==> src/rtl/key_debounce_arbiter_pkg.sv <==
// Shared types and constants for the key debounce arbiter.
//   state_t              : arbiter FSM state (IDLE = timer free, COUNT = timer running)
//   DEBOUNCE_20MS_50MHZ  : default debounce window, 20 ms at a 50 MHz clock
package key_debounce_arbiter_pkg;

  typedef enum logic [0:0] {
    IDLE  = 1'b0,
    COUNT = 1'b1
  } state_t;

  localparam int DEBOUNCE_20MS_50MHZ = 1000000;

endpackage

==> src/rtl/key_debounce_arbiter_if.sv <==
// Key/press-event bundle between the board key pins, the arbiter and the UI logic.
//   key         : raw active-low key pins (driven by the board side)
//   press       : one-hot, one-cycle pulse per confirmed press
//   press_valid : high together with any press pulse
//   press_id    : index of the pressed key, 0 when press_valid is low
//   busy        : shared debounce timer is in use
// modport master : the arbiter (consumes key, produces events)
// modport slave  : the board/UI side
interface key_debounce_arbiter_if #(
  parameter int NUM_KEYS = 4
);
  localparam int ID_W = $clog2(NUM_KEYS);

  logic [NUM_KEYS-1:0] key;
  logic [NUM_KEYS-1:0] press;
  logic                press_valid;
  logic [ID_W-1:0]     press_id;
  logic                busy;

  modport master (
    input  key,
    output press, press_valid, press_id, busy
  );

  modport slave (
    output key,
    input  press, press_valid, press_id, busy
  );

endinterface

==> src/rtl/key_debounce_arbiter_rr_pick.sv <==
// Combinational round-robin first-one finder.
//   pending : request vector
//   rr_ptr  : index searched first; search wraps modulo NUM_KEYS
//   idx     : first pending index at or after rr_ptr (0 when none)
//   any     : at least one request pending
module key_debounce_arbiter_rr_pick #(
  parameter int NUM_KEYS = 4,
  parameter int ID_W     = $clog2(NUM_KEYS)
) (
  input  logic [NUM_KEYS-1:0] pending,
  input  logic [ID_W-1:0]     rr_ptr,
  output logic [ID_W-1:0]     idx,
  output logic                any
);

  // Scan from the farthest offset back to rr_ptr so the nearest hit wins.
  always_comb begin
    idx = '0;
    any = |pending;
    for (int k = NUM_KEYS - 1; k >= 0; k--) begin
      if (pending[(int'(rr_ptr) + k) % NUM_KEYS]) begin
        idx = ID_W'((int'(rr_ptr) + k) % NUM_KEYS);
      end
    end
  end

endmodule

==> src/rtl/key_debounce_arbiter.sv <==
// Debounces NUM_KEYS active-low push-buttons with a single shared timer.
// Each synchronized falling edge queues a pending request; a round-robin
// arbiter hands the timer to one key at a time and, when the window expires,
// reports the press if the key is still low.
//   clk   : system clock
//   rst_n : asynchronous, active-low reset
//   kif   : key pins in, press/press_valid/press_id/busy out (master modport)
module key_debounce_arbiter
  import key_debounce_arbiter_pkg::*;
#(
  parameter int NUM_KEYS   = 4,
  parameter int DELAY_TIME = DEBOUNCE_20MS_50MHZ
) (
  input  logic                   clk,
  input  logic                   rst_n,
  key_debounce_arbiter_if.master kif
);

  localparam int CNT_W = $clog2(DELAY_TIME);
  localparam int ID_W  = $clog2(NUM_KEYS);
  localparam logic [CNT_W-1:0] CNT_LAST = CNT_W'(DELAY_TIME - 1);

  logic [NUM_KEYS-1:0] key_p0, key_p1, key_p2;
  logic [NUM_KEYS-1:0] fall;
  logic [NUM_KEYS-1:0] pending, pending_nxt;
  state_t              state, state_nxt;
  logic [CNT_W-1:0]    cnt, cnt_nxt;
  logic [ID_W-1:0]     active, active_nxt;
  logic [ID_W-1:0]     rr_ptr, rr_ptr_nxt;
  logic [ID_W-1:0]     pick_idx;
  logic                pick_any;
  logic [NUM_KEYS-1:0] press_q, press_nxt;
  logic                press_valid_q, press_valid_nxt;
  logic [ID_W-1:0]     press_id_q, press_id_nxt;

  // Stage p0/p1: two-flop synchronizer; stage p2: history for edge detection.
  // All reset to 1 so a key held through reset still produces one fall.
  always_ff @(posedge clk or negedge rst_n) begin
    if (!rst_n) begin
      key_p0 <= '1;
      key_p1 <= '1;
      key_p2 <= '1;
    end else begin
      key_p0 <= kif.key;
      key_p1 <= key_p0;
      key_p2 <= key_p1;
    end
  end

  assign fall = key_p2 & ~key_p1;

  key_debounce_arbiter_rr_pick #(
    .NUM_KEYS (NUM_KEYS),
    .ID_W     (ID_W)
  ) u_rr_pick (
    .pending (pending),
    .rr_ptr  (rr_ptr),
    .idx     (pick_idx),
    .any     (pick_any)
  );

  always_comb begin
    state_nxt       = state;
    cnt_nxt         = cnt;
    active_nxt      = active;
    rr_ptr_nxt      = rr_ptr;
    pending_nxt     = pending | fall;
    press_nxt       = '0;
    press_valid_nxt = 1'b0;
    press_id_nxt    = '0;
    case (state)
      IDLE: begin
        if (pick_any) begin
          active_nxt            = pick_idx;
          // The grant clears the request even if the same key falls again now.
          pending_nxt[pick_idx] = 1'b0;
          cnt_nxt               = '0;
          state_nxt             = COUNT;
        end
      end
      COUNT: begin
        // Further falls on the key being timed are bounce, not new requests.
        pending_nxt[active] = pending[active];
        if (cnt == CNT_LAST) begin
          if (!key_p1[active]) begin
            press_nxt[active] = 1'b1;
            press_valid_nxt   = 1'b1;
            press_id_nxt      = active;
          end
          rr_ptr_nxt = (active == ID_W'(NUM_KEYS - 1)) ? '0 : active + 1'b1;
          cnt_nxt    = '0;
          state_nxt  = IDLE;
        end else begin
          cnt_nxt = cnt + 1'b1;
        end
      end
      default: state_nxt = IDLE;
    endcase
  end

  // Arbiter state and registered press outputs.
  always_ff @(posedge clk or negedge rst_n) begin
    if (!rst_n) begin
      state         <= IDLE;
      cnt           <= '0;
      active        <= '0;
      rr_ptr        <= '0;
      pending       <= '0;
      press_q       <= '0;
      press_valid_q <= 1'b0;
      press_id_q    <= '0;
    end else begin
      state         <= state_nxt;
      cnt           <= cnt_nxt;
      active        <= active_nxt;
      rr_ptr        <= rr_ptr_nxt;
      pending       <= pending_nxt;
      press_q       <= press_nxt;
      press_valid_q <= press_valid_nxt;
      press_id_q    <= press_id_nxt;
    end
  end

  assign kif.press       = press_q;
  assign kif.press_valid = press_valid_q;
  assign kif.press_id    = press_id_q;
  assign kif.busy        = (state == COUNT);

endmodule
==> src/flat_wrapper.sv <==
// flat-port wrapper written by rule: the top's interface ports become plain ports
module key_debounce_arbiter_flat import key_debounce_arbiter_pkg::*;
#(
  parameter int NUM_KEYS   = 4,
  parameter int DELAY_TIME = DEBOUNCE_20MS_50MHZ
)
  (clk, rst_n, kif_key, kif_press, kif_press_valid, kif_press_id, kif_busy);
  key_debounce_arbiter_if #(.NUM_KEYS(NUM_KEYS)) kif_i ();
  input  logic clk;
  input  logic rst_n;
  input wire logic [$bits(kif_i.key)-1:0] kif_key;
  output wire logic [$bits(kif_i.press)-1:0] kif_press;
  output wire logic [$bits(kif_i.press_valid)-1:0] kif_press_valid;
  output wire logic [$bits(kif_i.press_id)-1:0] kif_press_id;
  output wire logic [$bits(kif_i.busy)-1:0] kif_busy;
  assign kif_i.key = kif_key;
  assign kif_press = kif_i.press;
  assign kif_press_valid = kif_i.press_valid;
  assign kif_press_id = kif_i.press_id;
  assign kif_busy = kif_i.busy;
  key_debounce_arbiter #(.NUM_KEYS(NUM_KEYS), .DELAY_TIME(DELAY_TIME)) u_core (.clk(clk), .rst_n(rst_n), .kif(kif_i));
endmodule
==> config.mk <==
export PLATFORM = sky130hd
export DESIGN_NAME = key_debounce_arbiter_flat
export DESIGN_NICKNAME = d
export VERILOG_FILES = /design/src/rtl/key_debounce_arbiter_pkg.sv /design/src/rtl/key_debounce_arbiter_if.sv /design/src/rtl/key_debounce_arbiter_rr_pick.sv /design/src/rtl/key_debounce_arbiter.sv /design/src/flat_wrapper.sv
export SDC_FILE = /design/constraint.sdc
export NUM_CORES = 1
export LEC_CHECK = 0
export BUFFER_PORTS_ARGS = -buffer_cell sky130_fd_sc_hd__buf_4
export CORE_ASPECT_RATIO = 0.9
export CORE_MARGIN = 2
export CORE_UTILIZATION = 36
export DETAILED_ROUTE_END_ITERATION = 8
export PLACE_DENSITY = 0.51
export RECOVER_POWER = 50
export SYNTH_ARGS = -nofsm -noshare
export SYNTH_HDL_FRONTEND = slang
export SYNTH_SLANG_ARGS = --single-unit
export TNS_END_PERCENT = 5
==> constraint.sdc <==
create_clock -name clk -period 5.75 [get_ports clk]
set_input_delay 0.8625 -clock clk [delete_from_list [all_inputs] [get_ports clk]]
set_output_delay 0.8625 -clock clk [all_outputs]
set_load 0.01 [all_outputs]
==> results.yml, run 1 <==
timing:
  fin_crit_sh_pct: 47.5
  fmax_mhz: 366
  drv_slew: 49
  slew_headroom_pct: -65.6
  tightest_slew_ps: 2480
  final_hold_viol_count: 0
  setup_viol: 0
  clock_skew_ps: 7.65
  timing.setup.tns_ps: 0
  rsz0062_at_grt: "no"
  fin_crit_ps: 2730
critical_path:
  crit_family: "buffers and inverters"
  path_cells: "clkbuf_1"
  critPathCaptureType: "async pin"
  critPathKind: "input port to async pin"
  cp_slowest_stage_delay_ps: 1730
  crit_buf_inv: 1
  cp_slowest_cell: "clkbuf_1"
  arrival_ps: 2620
  crit_fanout: 48
  crit_path_start_kind: "input port"
  critPathRequiredTime_ps: 5640
cts:
  clk_path_buf_depth: 2
  cts-root-buf: "clkbuf_8"
  postCtsSetupBuffers: 0
  path_clk_slew_ps: 90
  cts_tree: "yes"
  clock_latency_ps: 300
  cts_resized: 0
  cts_max_level: 2
  cts-buffers-inserted: 5
  cts.sinks: 48
  cts_hold_repair.buffers: 0
synthesis:
  synth_warnings: 0
  netlist_instances: 221
  ys_seq_elements: 48
  synth_cell_types: 42
  synth_area_um2: 2260
  ys_seq_area_share_pct: 53.9
  synth-edff-count: 0
  synth_nets: 232
  ys.flop_type: "dfrtp_1"
  synthArstFlopShare_pct: 100
  avgSynthCellArea_um2: 10.2
pwr:
  powerDensity_nw_per_um2: 341
  ir_drop_mv: 0.148
  p_leak_nw: 1.06
  total_power_mw: 0.854
detailed_routing:
  first_iter_violations: 103
  dr_total_vias: 1629
  drt_first_pass_iters: 4
  drc: 0
  wl_mm: 4.59
  wl_per_cell_um: 14.9
  drtAntennaViolNets: 0
  routed_via_density: 5.29
final_layout:
  nets: 246
  diodes: 0
  syn2layout_area_growth_pct: 10.9
  drive_above_1_share_pct: 15.7
outcome:
  status: "complete, but fails checks"
  violations: "capacitance limit, slew limit"
run:
  cap_violations: 1
global_route:
  grt_max_degree: 49
  track_usage_pct: 14.8
  grt_pass1_vias: 1569
  grt-ovfl-total: 0
  grt_pass1_wl_mm: 8.02
  antenna_found_initial: 0
floorplanning:
  initial_core_util_pct: 37.1
  dieWidth_um: 87.5
  rows: 27
  die-area_um2: 6920
  ios: 14
  die_h_um: 79.1
  core_area_um2: 6080
placement:
  dp_hpwl_mm: 3.19
  gp_congestion: 0.776
  port_buffers: 13
hold_path:
  min_path_type: "flip-flop to flip-flop"
## kinds of logic (layout without fill, tap and decap cells)
kind of cell    after synthesis  in the layout  synth area share (%)
xor+xnor                      4              4                  1.55
buf+inv                      19             34                  3.27
flops                        48             48                  53.9
mux                           6              6                  3.82
compound gates               60             60                  16.2
simple gates                 79             79                  18.5
fa+ha+maj                     5              5                  2.77
## sequential cells by signal, indices dropped and copies added, names as in the netlist
name	cells
u_core.cnt	20
u_core.key_p2	4
u_core.kif.press	4
u_core.kif.press_valid	1
u_core.key_p0	4
u_core.active	2
u_core.pending	4
u_core.rr_ptr	2
u_core.kif.press_id	2
u_core.key_p1	4
u_core.kif.busy	1
## where the power goes
group / internal [mW] / leakage, nW / total [mW] / switching, mW
sequential: 0.384 / 0.600 / 0.450 / 0.0658
clock: 0.0870 / 0.0457 / 0.200 / 0.113
combinational: 0.0980 / 0.412 / 0.204 / 0.106
total: 0.569 / 1.06 / 0.854 / 0.285
## through the flow
step | setup slack (ps) | hold slack (ps) | area [µm²] | util (%) | cells
after floorplan | 3860 | 345 | 2260 | - | 221
after global placement | 3600 | 345 | 2420 | 39.8 | 300
after detailed placement | 3510 | 347 | 2420 | 39.8 | 300
after CTS | 3480 | 360 | 2510 | 41.2 | 308
after global routing | 2430 | 370 | 2500 | 41.2 | 308
final | 3020 | 364 | 2500 | 41.2 | 308
## cells in the mapped netlist, types with 2 or more instances
master | number | area, µm²
dfrtp_1 | 36 | 901
nand2_1 | 28 | 105
a21oi_1 | 17 | 85.1
o21ai_0 | 15 | 75.1
inv_1 | 13 | 48.8
dfstp_2 | 12 | 315
nor2_1 | 9 | 33.8
a31oi_1 | 6 | 37.5
and2_1 | 6 | 37.5
nand3_1 | 6 | 30.0
a21o_1 | 5 | 37.5
ha_1 | 5 | 62.6
o22ai_1 | 5 | 31.3
clkbuf_1 | 4 | 15.0
nand4_1 | 4 | 25.0
nor4_1 | 4 | 25.0
or2_2 | 4 | 25.0
mux2i_1 | 3 | 30.0
nand2b_1 | 3 | 18.8
nor3_1 | 3 | 15.0
o31ai_1 | 3 | 22.5
xnor2_1 | 3 | 26.3
a22o_1 | 2 | 17.5
buf_2 | 2 | 10.0
mux4_2 | 2 | 45.0
o211ai_1 | 2 | 15.0
o21a_1 | 2 | 15.0
or3_1 | 2 | 12.5
or4_1 | 2 | 15.0
## worst paths after layout
check | from | to | slack [ps] | cells after the start
setup / recovery | rst_n | u_core.cnt[16]$_DFFE_PN0P_ | 3020 | 1
hold / removal | u_core.key_p0[1]$_DFF_PN1_ | u_core.key_p1[1]$_DFF_PN1_ | 360 | 0
setup reg to reg | u_core.cnt[0]$_DFFE_PN0P_ | u_core.cnt[12]$_DFFE_PN0P_ | 3480 | 6
hold reg to reg | u_core.key_p0[1]$_DFF_PN1_ | u_core.key_p1[1]$_DFF_PN1_ | 360 | 0
max in group clk | u_core.cnt[0]$_DFFE_PN0P_ | u_core.cnt[12]$_DFFE_PN0P_ | 3480 | 6
min in group asynchronous | rst_n | u_core.pending[0]$_DFF_PN0_ | 1320 | 1
## per-layer routing
| layer | wire (µm) | vias to the layer above | track usage, % |
|---|---|---|---|
| met5 | 0 | - | 0 |
| met4 | 53 | 0 | 4.62 |
| met3 | 195 | 7 | 3.43 |
| met2 | 1850 | 34 | 19.8 |
| met1 | 2480 | 763 | 23.2 |
| li1 | - | 825 | - |
## cell usage in the layout (no fill, tap or decap), types with 4 or more instances in the layout
master / netlist / layout
dfrtp_1: 36 / 36
nand2_1: 28 / 28
a21oi_1: 17 / 17
o21ai_0: 15 / 15
inv_1: 13 / 13
nor2_1: 9 / 9
buf_4: 0 / 8
dfstp_2: 12 / 8
nand3_1: 6 / 6
and2_1: 6 / 6
a31oi_1: 6 / 6
a21o_1: 5 / 5
o22ai_1: 5 / 5
ha_1: 5 / 5
clkbuf_8: 0 / 5
nand4_1: 4 / 4
nor4_1: 4 / 4
or2_2: 4 / 4
clkbuf_4: 0 / 4
dfstp_1: 0 / 4
## layout make-up
cell class              instances  area, µm²
flip-flops and latches         48       1220
multi-input cells             154        967
repair buffers                 13       93.8
fillers                       620       3580
clock inverters                 2       15.0
clock buffers                   6       72.6
inverters                      13       48.8
well taps                      72       90.1
No activity file was read; power rests on OpenSTA's default activity.
==> inputs of run 2 (changes only) <==
- clock period: 5.75 -> 2.8 ns (I/O delays scaled with it)
==> results.yml, run 2 (synthesized netlist as in run 1, its figures left out) <==
timing:
  fin_ws_ps: 534
  rsz0062_at_grt: "no"
  clock_skew_ps: 6.79
  drv_slew: 0
  timing.setup.tns_ps: 0
  setup_viol: 0
  fin_hold_ws_ps: 219
  fin_crit_sh_pct: 80.9
  fmax_mhz: 441
  fin_crit_ps: 2270
  slew_headroom_pct: 21.7
  final_hold_viol_count: 0
  tightest_slew_ps: 1180
cts:
  cts_hold_repair.buffers: 0
  postCtsSetupBuffers: 0
  clock_latency_ps: 300
  path_clk_slew_ps: 90
  cts_tree: "yes"
  cts.sinks: 48
  cts-root-buf: "clkbuf_8"
  cts-buffers-inserted: 5
  cts_max_level: 2
  cts_resized: 0
  clk_path_buf_depth: 2
global_route:
  track_usage_pct: 15.4
  grt-ovfl-total: 0
  antenna_found_initial: 0
  grt_pass1_wl_mm: 8.32
  grt_pass1_vias: 1653
  grt_max_degree: 49
critical_path:
  crit_family: "compound AO/OA/AOI/OAI gates"
  critPathKind: "flip-flop to flip-flop"
  r2r-start: "u_core.cnt[0]$_DFFE_PN0P_"
  rr_worst_depth: 6
  cp_slowest_cell: "a21o_1"
  crit_path_start_kind: "flip-flop"
  crit_buf_inv: 0
  arrival_ps: 2470
  cp.depth: 6
  r2r_slack_ps: 530
  path_cells: "ha_1 -> nand4_1 -> nor4_2 -> a21o_1 -> o21ai_0 -> a22o_1"
  critPathRequiredTime_ps: 3000
  r2r-end: "u_core.cnt[12]$_DFFE_PN0P_"
  crit_fanout: 13
  critPathCaptureType: "flip-flop"
  crit_end: "u_core.cnt[12]$_DFFE_PN0P_"
  cp_slowest_stage_delay_ps: 430
  cp-startpoint: "u_core.cnt[0]$_DFFE_PN0P_"
detailed_routing:
  wl_mm: 4.70
  first_iter_violations: 111
  drtAntennaViolNets: 0
  wl_per_cell_um: 15.2
  drc: 0
  dr_total_vias: 1685
  drt_first_pass_iters: 6
  routed_via_density: 5.44
final_layout:
  nets: 248
  layout_common_cells: "dfrtp_1 (36), nand2_1 (28), a21oi_1 (17)"
  max_flop_register: "u_core.cnt"
  drive_above_1_share_pct: 18.1
  nFillCells: 616
  fin_util_pct: 41.6
  largest_reg_flops: 20
  diodes: 0
  final_common_cell: "dfrtp_1"
  syn2layout_area_growth_pct: 12.0
run:
  cap_violations: 0
outcome:
  status: "finished clean"
pwr:
  powerDensity_nw_per_um2: 712
  total_power_mw: 1.80
  ir_drop_mv: 0.242
  p_leak_nw: 1.08
hold_path:
  worstHoldStart: "kif_key[1]"
  min_path_type: "input port to flip-flop"
placement:
  dp_hpwl_mm: 3.16
  port_buffers: 13
  pre_cts_slack_ps: 575
  gp_congestion: 0.741
floorplanning:
  initial_core_util_pct: 37.1
  rows: 27
  die-area_um2: 6920
  die_h_um: 79.1
  ios: 14
  core_area_um2: 6080
  dieWidth_um: 87.5
-- run 2: changes by cell type in the layout (fill, tap and decap cells not counted) --
cell,before,now
buf_4,8,10
clkbuf_1,2,0
dfstp_1,4,2
dfstp_2,8,10
clkbuf_2,0,1
clkbuf_8,5,6
clkinv_4,1,0
inv_4,1,2
-- run 2: area by class of cell --
class | instances | area [µm²] | area share, %
Clock buffer | 6 | 82.6 | 3.27
Clock inverter | 2 | 12.5 | 0.495
Inverter | 13 | 48.8 | 1.93
Multi-Input combinational cell | 154 | 967 | 38.3
Sequential cell | 48 | 1220 | 48.1
Tap cell | 72 | 90.1 | 3.56
Timing Repair Buffer | 15 | 110 | 4.36
-- run 2: worst min-delay path by stage --
stage,end,depth (start not counted)
final,u_core.key_p0[1]$_DFF_PN1_,1
after global routing,u_core.key_p0[0]$_DFF_PN1_,1
after detailed placement,u_core.key_p1[0]$_DFF_PN1_,0
after floorplan,u_core.active[0]$_DFFE_PN0P_,0
after global placement,u_core.key_p1[0]$_DFF_PN1_,0
after CTS,u_core.pending[1]$_DFF_PN0_,1
-- run 2: power breakdown --
part           total (mW)  internal [mW]  switching [mW]  leakage (nW)
combinational       0.433          0.205           0.228         0.425
clock               0.451          0.202           0.249        0.0521
sequential          0.915          0.790           0.125         0.601
-- run 2: per-stage QoR --
stage | cell area [µm²] | std cells
after floorplan | 2260 | 221
after global placement | 2430 | 302
after detailed placement | 2430 | 302
after CTS | 2530 | 310
after global routing | 2530 | 310
final | 2530 | 310
-- run 2: metal layers --
| layer | vias up | wire [µm] | global-route usage (%) |
|---|---|---|---|
| met4 | 0 | 23 | 4.15 |
| met2 | 37 | 1980 | 21.9 |
| met1 | 822 | 2500 | 23.3 |
| li1 | 824 | - | - |
| met3 | 2 | 197 | 3.74 |
| met5 | - | 0 | 0 |
==> inputs of run 3 (changes only) <==
- PLACE_DENSITY: 0.51 -> 0.53
- clock period: 2.8 -> 1.86 ns (I/O delays scaled with it)
==> results.yml, run 3 (synthesized netlist as in run 1, its figures left out) <==
pwr:
  powerDensity_nw_per_um2: 1010
  p_leak_nw: 1.19
  ir_drop_mv: 0.539
detailed_routing:
  drtAntennaViolNets: 0
  drt_first_pass_iters: 4
  drc: 0
  wl_per_cell_um: 14.4
  dr_total_vias: 1729
  first_iter_violations: 113
  routed_via_density: 5.18
  wl_mm: 4.82
cts:
  clock_latency_ps: 300
  cts.sinks: 48
  cts_tree: "yes"
  cts_hold_repair.buffers: 0
  cts-buffers-inserted: 5
  cts-root-buf: "clkbuf_8"
  clk_path_buf_depth: 2
  cts_max_level: 2
  path_clk_slew_ps: 90
critical_path:
  critPathRequiredTime_ps: 2080
  cp_slowest_stage_delay_ps: 490
  crit_buf_inv: 0
  crit_fanout: 5
  crit_path_start_kind: "flip-flop"
  rr_worst_depth: 5
  crit_family: "simple AND/OR/NAND/NOR gates"
  arrival_ps: 2040
  cp-startpoint: "u_core.cnt[9]$_DFFE_PN0P_"
  cp.depth: 5
  critPathCaptureType: "flip-flop"
  r2r-start: "u_core.cnt[9]$_DFFE_PN0P_"
  cp_slowest_cell: "or4_4"
  critPathKind: "flip-flop to flip-flop"
  path_cells: "nand2_2 -> or4_4 -> or3_4 -> o41a_1 -> o21ai_1"
floorplanning:
  die_h_um: 79.1
  die-area_um2: 6920
  core_area_um2: 6080
  rows: 27
  dieWidth_um: 87.5
  ios: 14
  initial_core_util_pct: 37.1
global_route:
  grt_pass1_wl_mm: 8.38
  antenna_found_initial: 0
  grt_pass1_vias: 1703
  track_usage_pct: 15.6
  grt-ovfl-total: 0
  grt_max_degree: 49
final_layout:
  final_common_cell: "dfrtp_1"
  final_area_um2: 2720
  layout_common_cells: "dfrtp_1 (36), buf_4 (34), nand2_1 (27)"
  drive_above_1_share_pct: 27.9
  diodes: 0
  nets: 272
  syn2layout_area_growth_pct: 20.5
  largest_reg_flops: 20
  max_flop_register: "u_core.cnt"
timing:
  setup_viol: 0
  clock_skew_ps: 11.3
  fin_hold_ws_ps: 90.8
  drv_slew: 0
  slew_headroom_pct: 20.8
  timing.setup.tns_ps: 0
  final_hold_viol_count: 0
  rsz0062_at_grt: "yes"
  fin_ws_ps: 43.8
  fin_crit_sh_pct: 97.6
  fmax_mhz: 551
  tightest_slew_ps: 1190
  fin_crit_ps: 1820
outcome:
  status: "finished clean"
placement:
  pre_cts_slack_ps: 6.17
  port_buffers: 13
  postPlaceCellArea_um2: 2580
  dp_hpwl_mm: 3.44
  gp_congestion: 0.865
hold_path:
  worstHoldStart: "kif_key[0]"
  min_path_type: "input port to flip-flop"
  holdPathStages: 1
run:
  cap_violations: 0
## run 3: per-stage QoR
stage | instances | utilization (%) | total power, mW
after floorplan | 221 | - | 1.85
after global routing | 334 | 44.7 | 2.96
after detailed placement | 322 | 42.5 | 2.14
after global placement | 322 | 42.5 | 2.13
after CTS | 333 | 44.3 | 2.77
final | 334 | 44.7 | 2.74
## run 3: timing repair
| action | 4_1_cts | 5_1_grt |
|---|---|---|
| endpoints found under the setup margin | 1 | 16 |
| resized for setup | 0 | 7 |
| buffers inserted | 3 | 1 |
| pin swaps | 0 | 1 |
## run 3: area by class of cell
class	count	area, µm²
Timing Repair Buffer	39	290
Fill cell	602	3360
Tap cell	72	90.1
Clock buffer	6	72.6
Inverter	13	48.8
Multi-Input combinational cell	154	985
Sequential cell	48	1220
Clock inverter	2	16.3
## run 3: power breakdown
part           internal (mW)  switching (mW)
Combinational          0.382           0.394
Sequential              1.19           0.167
Clock                  0.268           0.343
Total                   1.84           0.904
## run 3: path summary, 6_finish.rpt
path | end | slack (ps)
worst max-delay path | u_core.cnt[18]$_DFFE_PN0P_ | 40
worst min-delay path | u_core.key_p0[0]$_DFF_PN1_ | 90
worst max register to register | u_core.cnt[18]$_DFFE_PN0P_ | 40
worst min register to register | u_core.key_p1[0]$_DFF_PN1_ | 360
max in group asynchronous | u_core.cnt[5]$_DFFE_PN0P_ | 920
min in group asynchronous | u_core.pending[1]$_DFF_PN0_ | 220
## run 3: worst register-to-register path: cells and delay by family (launching register included)
family             cells  cell delay, ps
and+or+nand+nor        3             910
AOI/OAI and AO/OA      2             410
DFF                    1             430
## run 3: metal layers
layer	vias up	part of all wire, %	track usage [%]
met2	27	42	22.0
li1	874	-	-
met4	0	0.50	4.62
met3	2	4.4	3.33
met1	826	53	23.7
met5	-	0	0
